--- src/rtl/quad_encoder_gen.sv ---
// Quadrature encoder signal generator: emits Gray-coded (a,b) detent sequences
// on command, one phase per en strobe, and tracks the emitted detent position.
module quad_encoder_gen #(
    parameter int w       = 16,
    parameter int steps_w = 8
) (
    input  logic               clk,
    input  logic               reset,
    input  logic               en,
    input  logic               cmd_valid,
    output logic               cmd_ready,
    input  logic               cmd_dir,
    input  logic [steps_w-1:0] cmd_steps,
    output logic               a,
    output logic               b,
    output logic               busy,
    output logic               done,
    output logic [w-1:0]       position
);

    typedef enum logic {
        IDLE = 1'b0,
        RUN  = 1'b1
    } state_t;

    localparam logic [w-1:0]       pos_one  = {{(w-1){1'b0}}, 1'b1};
    localparam logic [steps_w-1:0] step_one = {{(steps_w-1){1'b0}}, 1'b1};

    state_t             state;
    state_t             state_next;
    logic               dir_q;
    logic [steps_w-1:0] remaining;
    logic [1:0]         phase_next;
    logic               accept;
    logic               step;
    logic               detent_end;
    logic               last_detent;

    assign cmd_ready = (state == IDLE);
    assign busy      = ~cmd_ready;
    assign accept    = cmd_valid & cmd_ready;
    assign step      = (state == RUN) & en;

    // NOTE: every combinational output gets a default first so no path leaves it unassigned (no latch).
    always_comb begin
        phase_next = {a, b};
        case ({a, b})
            2'b00:   phase_next = dir_q ? 2'b01 : 2'b10;
            2'b01:   phase_next = dir_q ? 2'b11 : 2'b00;
            2'b11:   phase_next = dir_q ? 2'b10 : 2'b01;
            default: phase_next = dir_q ? 2'b00 : 2'b11;
        endcase
    end

    // Returning to phase 00 is always the fourth transition of a detent.
    assign detent_end  = step & (phase_next == 2'b00);
    assign last_detent = detent_end & (remaining == step_one);

    always_ff @(posedge clk or posedge reset) begin
        if (reset) begin
            state <= IDLE;
        end else begin
            state <= state_next;
        end
    end

    always_comb begin
        state_next = state;
        case (state)
            IDLE:    if (accept && (cmd_steps != '0)) state_next = RUN;
            RUN:     if (last_detent) state_next = IDLE;
            default: state_next = IDLE;
        endcase
    end

    // NOTE: sequential state uses non-blocking assignments so every flop samples pre-edge values.
    always_ff @(posedge clk or posedge reset) begin
        if (reset) begin
            a         <= 1'b0;
            b         <= 1'b0;
            dir_q     <= 1'b0;
            remaining <= '0;
            position  <= '0;
            done      <= 1'b0;
        end else begin
            done <= (accept && (cmd_steps == '0)) || last_detent;
            if (accept) begin
                dir_q     <= cmd_dir;
                remaining <= cmd_steps;
            end
            if (step) begin
                {a, b} <= phase_next;
            end
            if (detent_end) begin
                position  <= dir_q ? position + pos_one : position - pos_one;
                remaining <= remaining - step_one;
            end
        end
    end

endmodule
--- config.mk ---
export PLATFORM = sky130hd
export DESIGN_NAME = quad_encoder_gen
export DESIGN_NICKNAME = d
export VERILOG_FILES = /design/src/rtl/quad_encoder_gen.sv
export SDC_FILE = /design/constraint.sdc
export NUM_CORES = 1
export LEC_CHECK = 0
export CAP_MARGIN = 20
export CORE_MARGIN = 8
export CORE_UTILIZATION = 45
export DETAILED_ROUTE_END_ITERATION = 6
export GPL_TIMING_DRIVEN = 0
export MAX_ROUTING_LAYER = met4
export PLACE_DENSITY = 0.73
export REMOVE_ABC_BUFFERS = 1
export SLEW_MARGIN = 20
export SYNTH_ARGS = -nofsm -noshare
export SYNTH_HDL_FRONTEND = slang
export SYNTH_SLANG_ARGS = --single-unit
--- constraint.sdc ---
create_clock -name clk -period 3.1 [get_ports clk]
set_clock_uncertainty 0.15 [all_clocks]
set_input_delay 0.62 -clock clk [delete_from_list [all_inputs] [get_ports clk]]
set_output_delay 0.62 -clock clk [all_outputs]
set_load 0.03 [all_outputs]
==> metrics, run 1 <==
fmax=353 MHz; worst slew pin tran=0.697 ns; Antenna Violating Nets Remaining=0; flops & latches, synth=29; Data required, critical path=3.12 ns; maximum resistive drop on vdd=0.000397 V; top cells by count, synth=nand2_1 (34), dfrtp_1 (29), o21ai_0 (26); Place WS=0.308 ns; GRT Util Overall=15.1%; die span in y=84.8 um; vias per cell=5.69; Min Hold Slack=0.365 ns; global-route wire length before repair=8.76 mm; worst min-delay path category=reg2reg; final WL=4.96 mm; Nets=317; Final Cycle Share=91.5%; clk sinks=29; Startpoint Class=flip-flop; CTS hold repair buffers=0; gr ovfl total=0; distinct cell type count after synthesis=51; min Tclk post-route=2.84 ns; syn avg cell area=8.36 um^2; area leader, netlist=dfrtp_1; Rows=25; Cell Area, Synth=2130 um^2; register area share after synthesis=34.1%; vias in the first global route=1,963; Initial DRC Count=130; PostCTS Resize Cnt=0; # Post-CTS Setup Buffers=0; WHS Path Cells=2; Setup CP Type=reg2reg; clock transition at the registers of the reported paths=0.07 ns; final instance area=2610 um^2; Initial Utilization=46.0%; largest net degree at the start of global routing=30; total number of H-tree levels=2; Util after Layout=56.4%; # DRC=0; area fraction of the dominant cell type after synthesis=34.1%; top-count cell post-synth=nand2_1; Horiz. Die Dim=84.8 um; Setup crit end kind=flip-flop; critical-path cell list=inv_1 > ha_1 > a211oi_1 > o211ai_2 > a211oi_1 > a2111o_1 > nand3_1; most used cell, CP=a211oi_1; worst-case reg-to-reg path depth=7; Fin. Hold Viols=0; RSZ-0062 raised after global routing=no; Slowest cell on crit path=inv_1; Area contributors post-synth=dfrtp_1 (34%), ha_1 (9.4%), o21ai_0 (6.1%); CTS tree=done; number of enable flip-flop cells after synthesis=0; number of antenna diodes=0; pins over their slew limit=0; 1st-pass router iterations=4; IO Count=34; status=finished clean; Final setup viols=0; Power, Total=3080 uW; core area=4630 um^2; yosys warns=0; final setup margin=0.264 ns; routability congestion estimate from global placement=0.891; crit-path max FO=17; P_leak=0.00111 uW; dpl hpwl=3.62 mm; Area Overhead vs Synth=22.5%; area of the die=7190 um^2; Crit path arrival time=2.85 ns; Slew headroom=53.5%; Routed WL per cell=14.5 um; async set-reset flop share out of synthesis=100%; Vias=1,945; Main synth FF type=dfrtp_1; cts bufs inserted=5; fraction of layout cells with a size suffix above 1=5.56%; PortBufs=33; Max clock buf depth=2; max cap viols=0; post-placement cell area=2510 um^2; largest stage delay on the critical path=0.51 ns; later-pin clock latency in the skew report=0.28 ns; antenna violations before repair=0; CTS root buf=clkbuf_8; Mapped Cells=255; Pwr Density=1180 nW/um^2
report_power, final:
part,switching [uW],leakage [uW],internal [uW]
registers,179,0.000344,546
clock network,156,0.0000542,201
logic,1170,0.000711,832
total,1500,0.00111,1580
layout by cell type, fill, tap and decap left out, drive strengths merged, types with 2 or more instances in the layout:
| master | Yosys | routed |
|---|---|---|
| a311oi | 3 | 3 |
| o21ai | 28 | 28 |
| a21o | 3 | 3 |
| nor2 | 19 | 19 |
| xor2 | 4 | 4 |
| a22o | 2 | 2 |
| a221oi | 2 | 2 |
| nand2 | 35 | 35 |
| nand4 | 2 | 2 |
| nor3 | 8 | 8 |
| and2 | 2 | 2 |
| a211oi | 4 | 4 |
| dfrtp | 29 | 29 |
| nor4 | 5 | 5 |
| xnor2 | 6 | 6 |
| ha | 16 | 16 |
| nand2b | 2 | 2 |
| a21oi | 18 | 18 |
| o21a | 2 | 2 |
| clkdlybuf4s50 | 0 | 33 |
| nor2b | 5 | 5 |
| nor3b | 3 | 3 |
| nand3 | 12 | 12 |
| o31ai | 2 | 2 |
| or4 | 2 | 2 |
| and3 | 3 | 3 |
| clkbuf | 2 | 7 |
| o211ai | 5 | 5 |
| inv | 8 | 8 |
area by class of cell:
| class | instances | area, um^2 |
|---|---|---|
| Clock buffer | 7 | 96.3 |
| Clock inverter | 1 | 5.00 |
| Fill cell | 434 | 2020 |
| Sequential cell | 29 | 726 |
| Timing Repair Buffer | 34 | 358 |
| Inverter | 8 | 30.0 |
| Tap cell | 54 | 67.6 |
| Multi-Input combinational cell | 209 | 1330 |
metal layers:
layer / GRT usage, % / share of wire [%]
met2: 25.0 / 46
met3: 3.28 / 4.4
met4: 6.15 / 1.4
met1: 17.3 / 48
met5: - / 0
per-stage QoR:
step	TNS [ns]	std cells
2_1_floorplan	0	246
3_3_place_gp	-7.71	333
3_5_place_dp	0	334
4_1_cts	0	342
5_1_grt	0	342
6_report	0	342
critical path: cells and delay by family (launching register included):
family,cells,cell delay [ns]
and+or+nand+nor,1,0.06
adders and majority gates,1,0.36
DFF,1,0.50
buffers and inverters,1,0.51
AOI/OAI and AO/OA,4,1.14
worst paths after layout:
check | from | to | slack, ns
setup / recovery | dir_q | position[13] | 0.26
max in group asynchronous | reset | position[14] | 1.80
hold reg to reg | position[4] | position[4] | 0.36
setup reg to reg | dir_q | position[13] | 0.26
min in group asynchronous | reset | remaining[2] | 0.59
hold / removal | position[4] | position[4] | 0.36
logic make-up after synthesis:
group,synth area share [%]
and+or+nand+nor,23.0
AOI/OAI and AO/OA,24.4
DFF,34.1
buffers and inverters,4.11
adders and majority gates,10.3
xor gates and xnor gates,4.11
registers in the layout, indices dropped and copies added, names as in the netlist:
| signal | count |
|---|---|
| dir_q | 1 |
| done | 1 |
| a | 1 |
| remaining | 8 |
| b | 1 |
| busy | 1 |
| position | 16 |
(Power assumes the default switching activity.)
==> run 2: changes to the inputs <==
Settings changed: CORE_ASPECT_RATIO from default to 0.5, SKIP_CTS_REPAIR_TIMING from default to 1.
==> run 2 against run 1 <==
  * Final area up 1.2%
  * Final cell count is 1.5% higher
  * Hold slack got worse by 0.012 ns
  * Clock power rose by 8.1%
  * Sequential cell count unchanged
  * Non-clock buffer count up 3
  * Critical path depth unchanged
==> metrics, run 2 (synthesized netlist as in run 1, its figures left out) <==
clk sinks=29 (unchanged); Slew headroom=54.5% (+0.95 points); die span in y=64.7 um (-24%); maximum resistive drop on vdd=0.000387 V (-2.5%); PortBufs=33 (unchanged); Util after Layout=59.2% (+2.8 points); RSZ-0062 raised after global routing=no; Max clock buf depth=2 (unchanged); Initial Utilization=47.7% (+1.7 points); CTS tree=done; Area Overhead vs Synth=24.1%; fmax=363 MHz (+3.0%); total number of H-tree levels=2 (unchanged); Data required, critical path=3.10 ns (-0.02 ns); dpl hpwl=3.80 mm (+5.0%); final instance area=2640 um^2 (+1.2%); Vias=1,990 (+2.3%); Most flops, register=position; gr ovfl total=0 (unchanged); Horiz. Die Dim=113 um (+34%); leading cell type in the layout, fill and taps excluded=nand2_1; Final setup viols=0 (unchanged); Crit path arrival time=2.76 ns (-0.09 ns); critical-path cell list=clkinvlp_4 > ha_1 > a211oi_1 > o211ai_2 > a211oi_1 > a2111o_1 > nand3_1; status=finished clean; most frequent cells in the layout=nand2_1 (34), clkdlybuf4s50_1 (33), dfrtp_1 (29), o21ai_0 (26), nor2_1 (19); final WL=5.17 mm (+4.3%); worst min-delay path category=reg2reg; Setup crit end kind=flip-flop; Fin. Hold Viols=0 (unchanged); antenna violations before repair=0 (unchanged); Power, Total=3160 uW (+2.6%); number of antenna diodes=0 (unchanged); cts bufs inserted=5 (unchanged); global-route wire length before repair=9.08 mm (+3.6%); Rows=17 (-32%); largest net degree at the start of global routing=30 (unchanged); largest registers=position x16, remaining x8; # DRC=0 (unchanged); post-placement cell area=2510 um^2 (+0.15%); Startpoint Class=flip-flop; most used cell, CP=a211oi_1; max reg flops=16 (unchanged); fraction of layout cells with a size suffix above 1=6.55% (+1.0 points); vias per cell=5.73 (+0.84%); later-pin clock latency in the skew report=0.28 ns (about the same); clock transition at the registers of the reported paths=0.07 ns (about the same); Routed WL per cell=14.9 um (+2.8%); Setup CP Type=reg2reg; routability congestion estimate from global placement=0.909 (+2.0%); min Tclk post-route=2.75 ns (-0.0829 ns); Initial DRC Count=61 (-53%); crit-path max FO=9 (-8); FILL cells=394 (-9.2%); largest stage delay on the critical path=0.59 ns (+0.08 ns); area of the die=7330 um^2 (+1.9%); worst slew pin tran=0.683 ns (-0.0143 ns); P_leak=0.00112 uW (+0.81%); 1st-pass router iterations=4 (unchanged); GRT Util Overall=15.2% (+0.070 points); reg2reg setup slack=0.35 ns (+0.08 ns); Antenna Violating Nets Remaining=0 (unchanged); max cap viols=0 (unchanged); core area=4470 um^2 (-3.5%); pins over their slew limit=0 (unchanged); Slowest cell on crit path=dfrtp_1; CTS root buf=clkbuf_8; Nets=320 (+0.95%); Pwr Density=1200 nW/um^2 (+1.4%); vias in the first global route=1,980 (+0.87%); Final Cycle Share=88.8% (-2.7 points); IO Count=34 (unchanged)
[run 2: cell count changes in the layout (fill, tap and decap cells not counted)]
cell        before  now
clkinvlp_4       0    1
buf_4            0    3
bufinv_16        0    1
inv_1            7    6
clkbuf_8         7    5
[run 2: power by group]
part | internal [uW] | switching, uW | total, uW | leakage, uW
registers | 546 | 181 | 728 | 0.000344
clock network | 234 | 152 | 386 | 0.0000540
logic | 854 | 1190 | 2050 | 0.000720
[run 2: per-layer routing]
layer	vias to the layer above	part of all wire [%]	track usage, %
li1	1008	-	-
met1	947	48	18.3
met2	33	48	25.3
met3	2	3.5	3.42
met4	0	0.52	3.78
met5	-	0	-
[run 2: stage by stage]
stage	setup TNS (ns)	std cells	hold slack [ns]	worst slack [ns]
floorplan	0	246	0.309	0.169
detailed placement	0	337	0.340	0.203
finish	0	347	0.353	0.347
global placement	-6.63	336	0.338	-0.515
CTS	0	344	0.352	0.172
global route	0	347	0.385	0.106
[run 2: critical path, delay by kind of cell, from the launching register on]
kind                       cells  cell delay [ns]
AOI/OAI and AO/OA              4             1.18
DFF                            1             0.59
adders and majority gates      1             0.35
buffers and inverters          1             0.29
and+or+nand+nor                1             0.06
[run 2: layout make-up]
type / instances / area [um^2] / share of cell area (%)
multi-input combinational: 209 / 1330 / 50.3
sequential: 29 / 726 / 27.4
timing repair buffer: 37 / 380 / 14.4
tap: 57 / 71.3 / 2.70
clock buffer: 5 / 68.8 / 2.60
clock inverter: 2 / 35.0 / 1.33
inverter: 8 / 33.8 / 1.28
[run 2: path summary, 6_finish.rpt]
check / from / endpoint / depth (start not counted)
max reg2reg: dir_q / position[13] / 7
max in group asynchronous: reset / position[14] / 2
max: dir_q / position[13] / 7
min: remaining[7] / remaining[7] / 1
min in group asynchronous: reset / remaining[7] / 2
min reg2reg: remaining[7] / remaining[7] / 1
==> run 3: changes to the inputs <==
Settings changed: CELL_PAD_IN_SITES_DETAIL_PLACEMENT from default to 2, CELL_PAD_IN_SITES_GLOBAL_PLACEMENT from default to 2, CORE_UTILIZATION 45 to 32, PLACE_DENSITY 0.73 to 0.84.
==> run 3 against run 2 <==
  * Sequential share of layout area shrank 0.93 points
  * Count of clock-buffer cells in the layout is the same
  * Largest power group unchanged
  * Sequential cell count is the same
  * Total power grew 15%
  * Critical path depth grew 1
  * Combinational power grew 14%
  * Final area grew 3.5%
  * Via count grew 12%
  * Sequential power grew 3.7%
  * Setup slack lost 0.22 ns
  * Core utilization shrank 18 points
  * Clock power grew 45%
==> metrics, run 3 (synthesized netlist as in run 1, its figures left out) <==
max cap viols=0 (unchanged); Antenna Violating Nets Remaining=0 (unchanged); setup tns final=0 ns (unchanged); CTS tree=done; dpl hpwl=5.20 mm (+37%); cts bufs inserted=5 (unchanged); vias in the first global route=2,507 (+27%); Final setup viols=0 (unchanged); total number of H-tree levels=2 (unchanged); Crit path arrival time=3.04 ns (+0.28 ns); later-pin clock latency in the skew report=0.28 ns (about the same); Initial DRC Count=107 (+75%); global-route wire length before repair=13.9 mm (+53%); Final Cycle Share=95.9% (+7.0 points); # DRC=0 (unchanged); status=finished clean; Initial Utilization=32.4% (-15 points); fmax=337 MHz (-7.3%); IO Count=34 (unchanged); core area=6570 um^2 (+47%); Setup CP Type=reg2reg; crit-path max FO=9 (unchanged); Setup crit end kind=flip-flop; pins over their slew limit=0 (unchanged); final setup margin=0.128 ns (-0.218 ns); Pwr Density=1330 nW/um^2 (+11%); Vias=2,220 (+12%); GRT Util Overall=18.6% (+3.4 points); Max clock buf depth=2 (unchanged); gr ovfl total=0 (unchanged); largest net degree at the start of global routing=38 (+27%); Slew headroom=45.7% (-8.8 points); Power, Total=3640 uW (+15%); Most flops, register=position; number of antenna diodes=0 (unchanged); vias per cell=5.81 (+1.3%); final WL=8.54 mm (+65%); largest registers=position x16, remaining x8; Data required, critical path=3.16 ns (+0.06 ns); die span in y=73.7 um (+14%); CTS root buf=clkbuf_16; worst min-delay path category=reg2reg; FILL cells=740 (+88%); Routed WL per cell=22.3 um (+50%); routability congestion estimate from global placement=0.797 (-12%); Startpoint Class=flip-flop; Fin. Hold Viols=0 (unchanged); Horiz. Die Dim=131 um (+16%); Nets=320 (unchanged); worst-case reg-to-reg path depth=8 (+1); maximum resistive drop on vdd=0.000361 V (-6.8%); worst slew pin tran=0.815 ns (+0.131 ns); area of the die=9680 um^2 (+32%); most frequent cells in the layout=nand2_1 (34), clkdlybuf4s50_1 (33), dfrtp_1 (29), o21ai_0 (26), nor2_1 (19); clock transition at the registers of the reported paths=0.06 ns (about the same); Area Overhead vs Synth=28.4%; max reg flops=16 (unchanged); leading cell type in the layout, fill and taps excluded=nand2_1; fraction of layout cells with a size suffix above 1=6.55% (unchanged); PortBufs=33 (unchanged); 1st-pass router iterations=4 (unchanged); antenna violations before repair=0 (unchanged); clk sinks=29 (unchanged); min Tclk post-route=2.97 ns (+0.218 ns); WHS Path Cells=2 (+1); Place WS=0.109 ns (-0.0936 ns); Rows=21 (+4); P_leak=0.00114 uW (+2.0%)
## run 3: power breakdown
part	leakage [uW]	internal, uW	switching [uW]
Clock	0.0000797	373	188
Sequential	0.000344	547	209
Combinational	0.000717	871	1450
Total	0.00114	1790	1850
## run 3: final timing paths
kind,startpoint,to,slack [ns]
worst min-delay path,position[8],position[8],0.36
max in group asynchronous,reset,position[4],1.71
min in group asynchronous,reset,b,0.65
worst min register to register,position[8],position[8],0.36
worst max-delay path,dir_q,position[14],0.13
worst max register to register,dir_q,position[14],0.13
## run 3: metrics by stage
step / instance area, um^2 / hold slack (ns) / util (%) / std cells
final: 2740 / 0.360 / 41.7 / 382
after global routing: 2740 / 0.394 / 41.7 / 382
after detailed placement: 2550 / 0.351 / 38.8 / 372
after floorplan: 2070 / 0.309 / - / 246
after global placement: 2520 / 0.338 / 38.3 / 371
after CTS: 2710 / 0.359 / 41.3 / 379
## run 3: final cells by class
cell class                      count  area, um^2  share of cell area, %
Multi-Input combinational cell    209        1330                   48.6
Sequential cell                    29         726                   26.5
Timing Repair Buffer               37         373                   13.6
Clock buffer                        5         125                   4.57
Tap cell                           92         115                   4.21
Clock inverter                      2        35.0                   1.28
Inverter                            8        33.8                   1.23
## run 3: worst max-delay path, stage by stage (launching register included)
cell and delay [ns]:
dfrtp_1 0.62, clkinvlp_4 0.24, buf_4 0.19, ha_1 0.37
nor2b_1 0.27, o2111ai_1 0.29, a211o_1 0.45, a21oi_1 0.19
nand3b_1 0.13
## run 3: layer usage
layer	GRT usage, %	part of all wire [%]	vias up
met2	33.7	51	52
li1	-	-	1006
met4	7.69	2.4	0
met1	20.3	44	1140
met5	-	0	-
met3	3.34	2.6	22
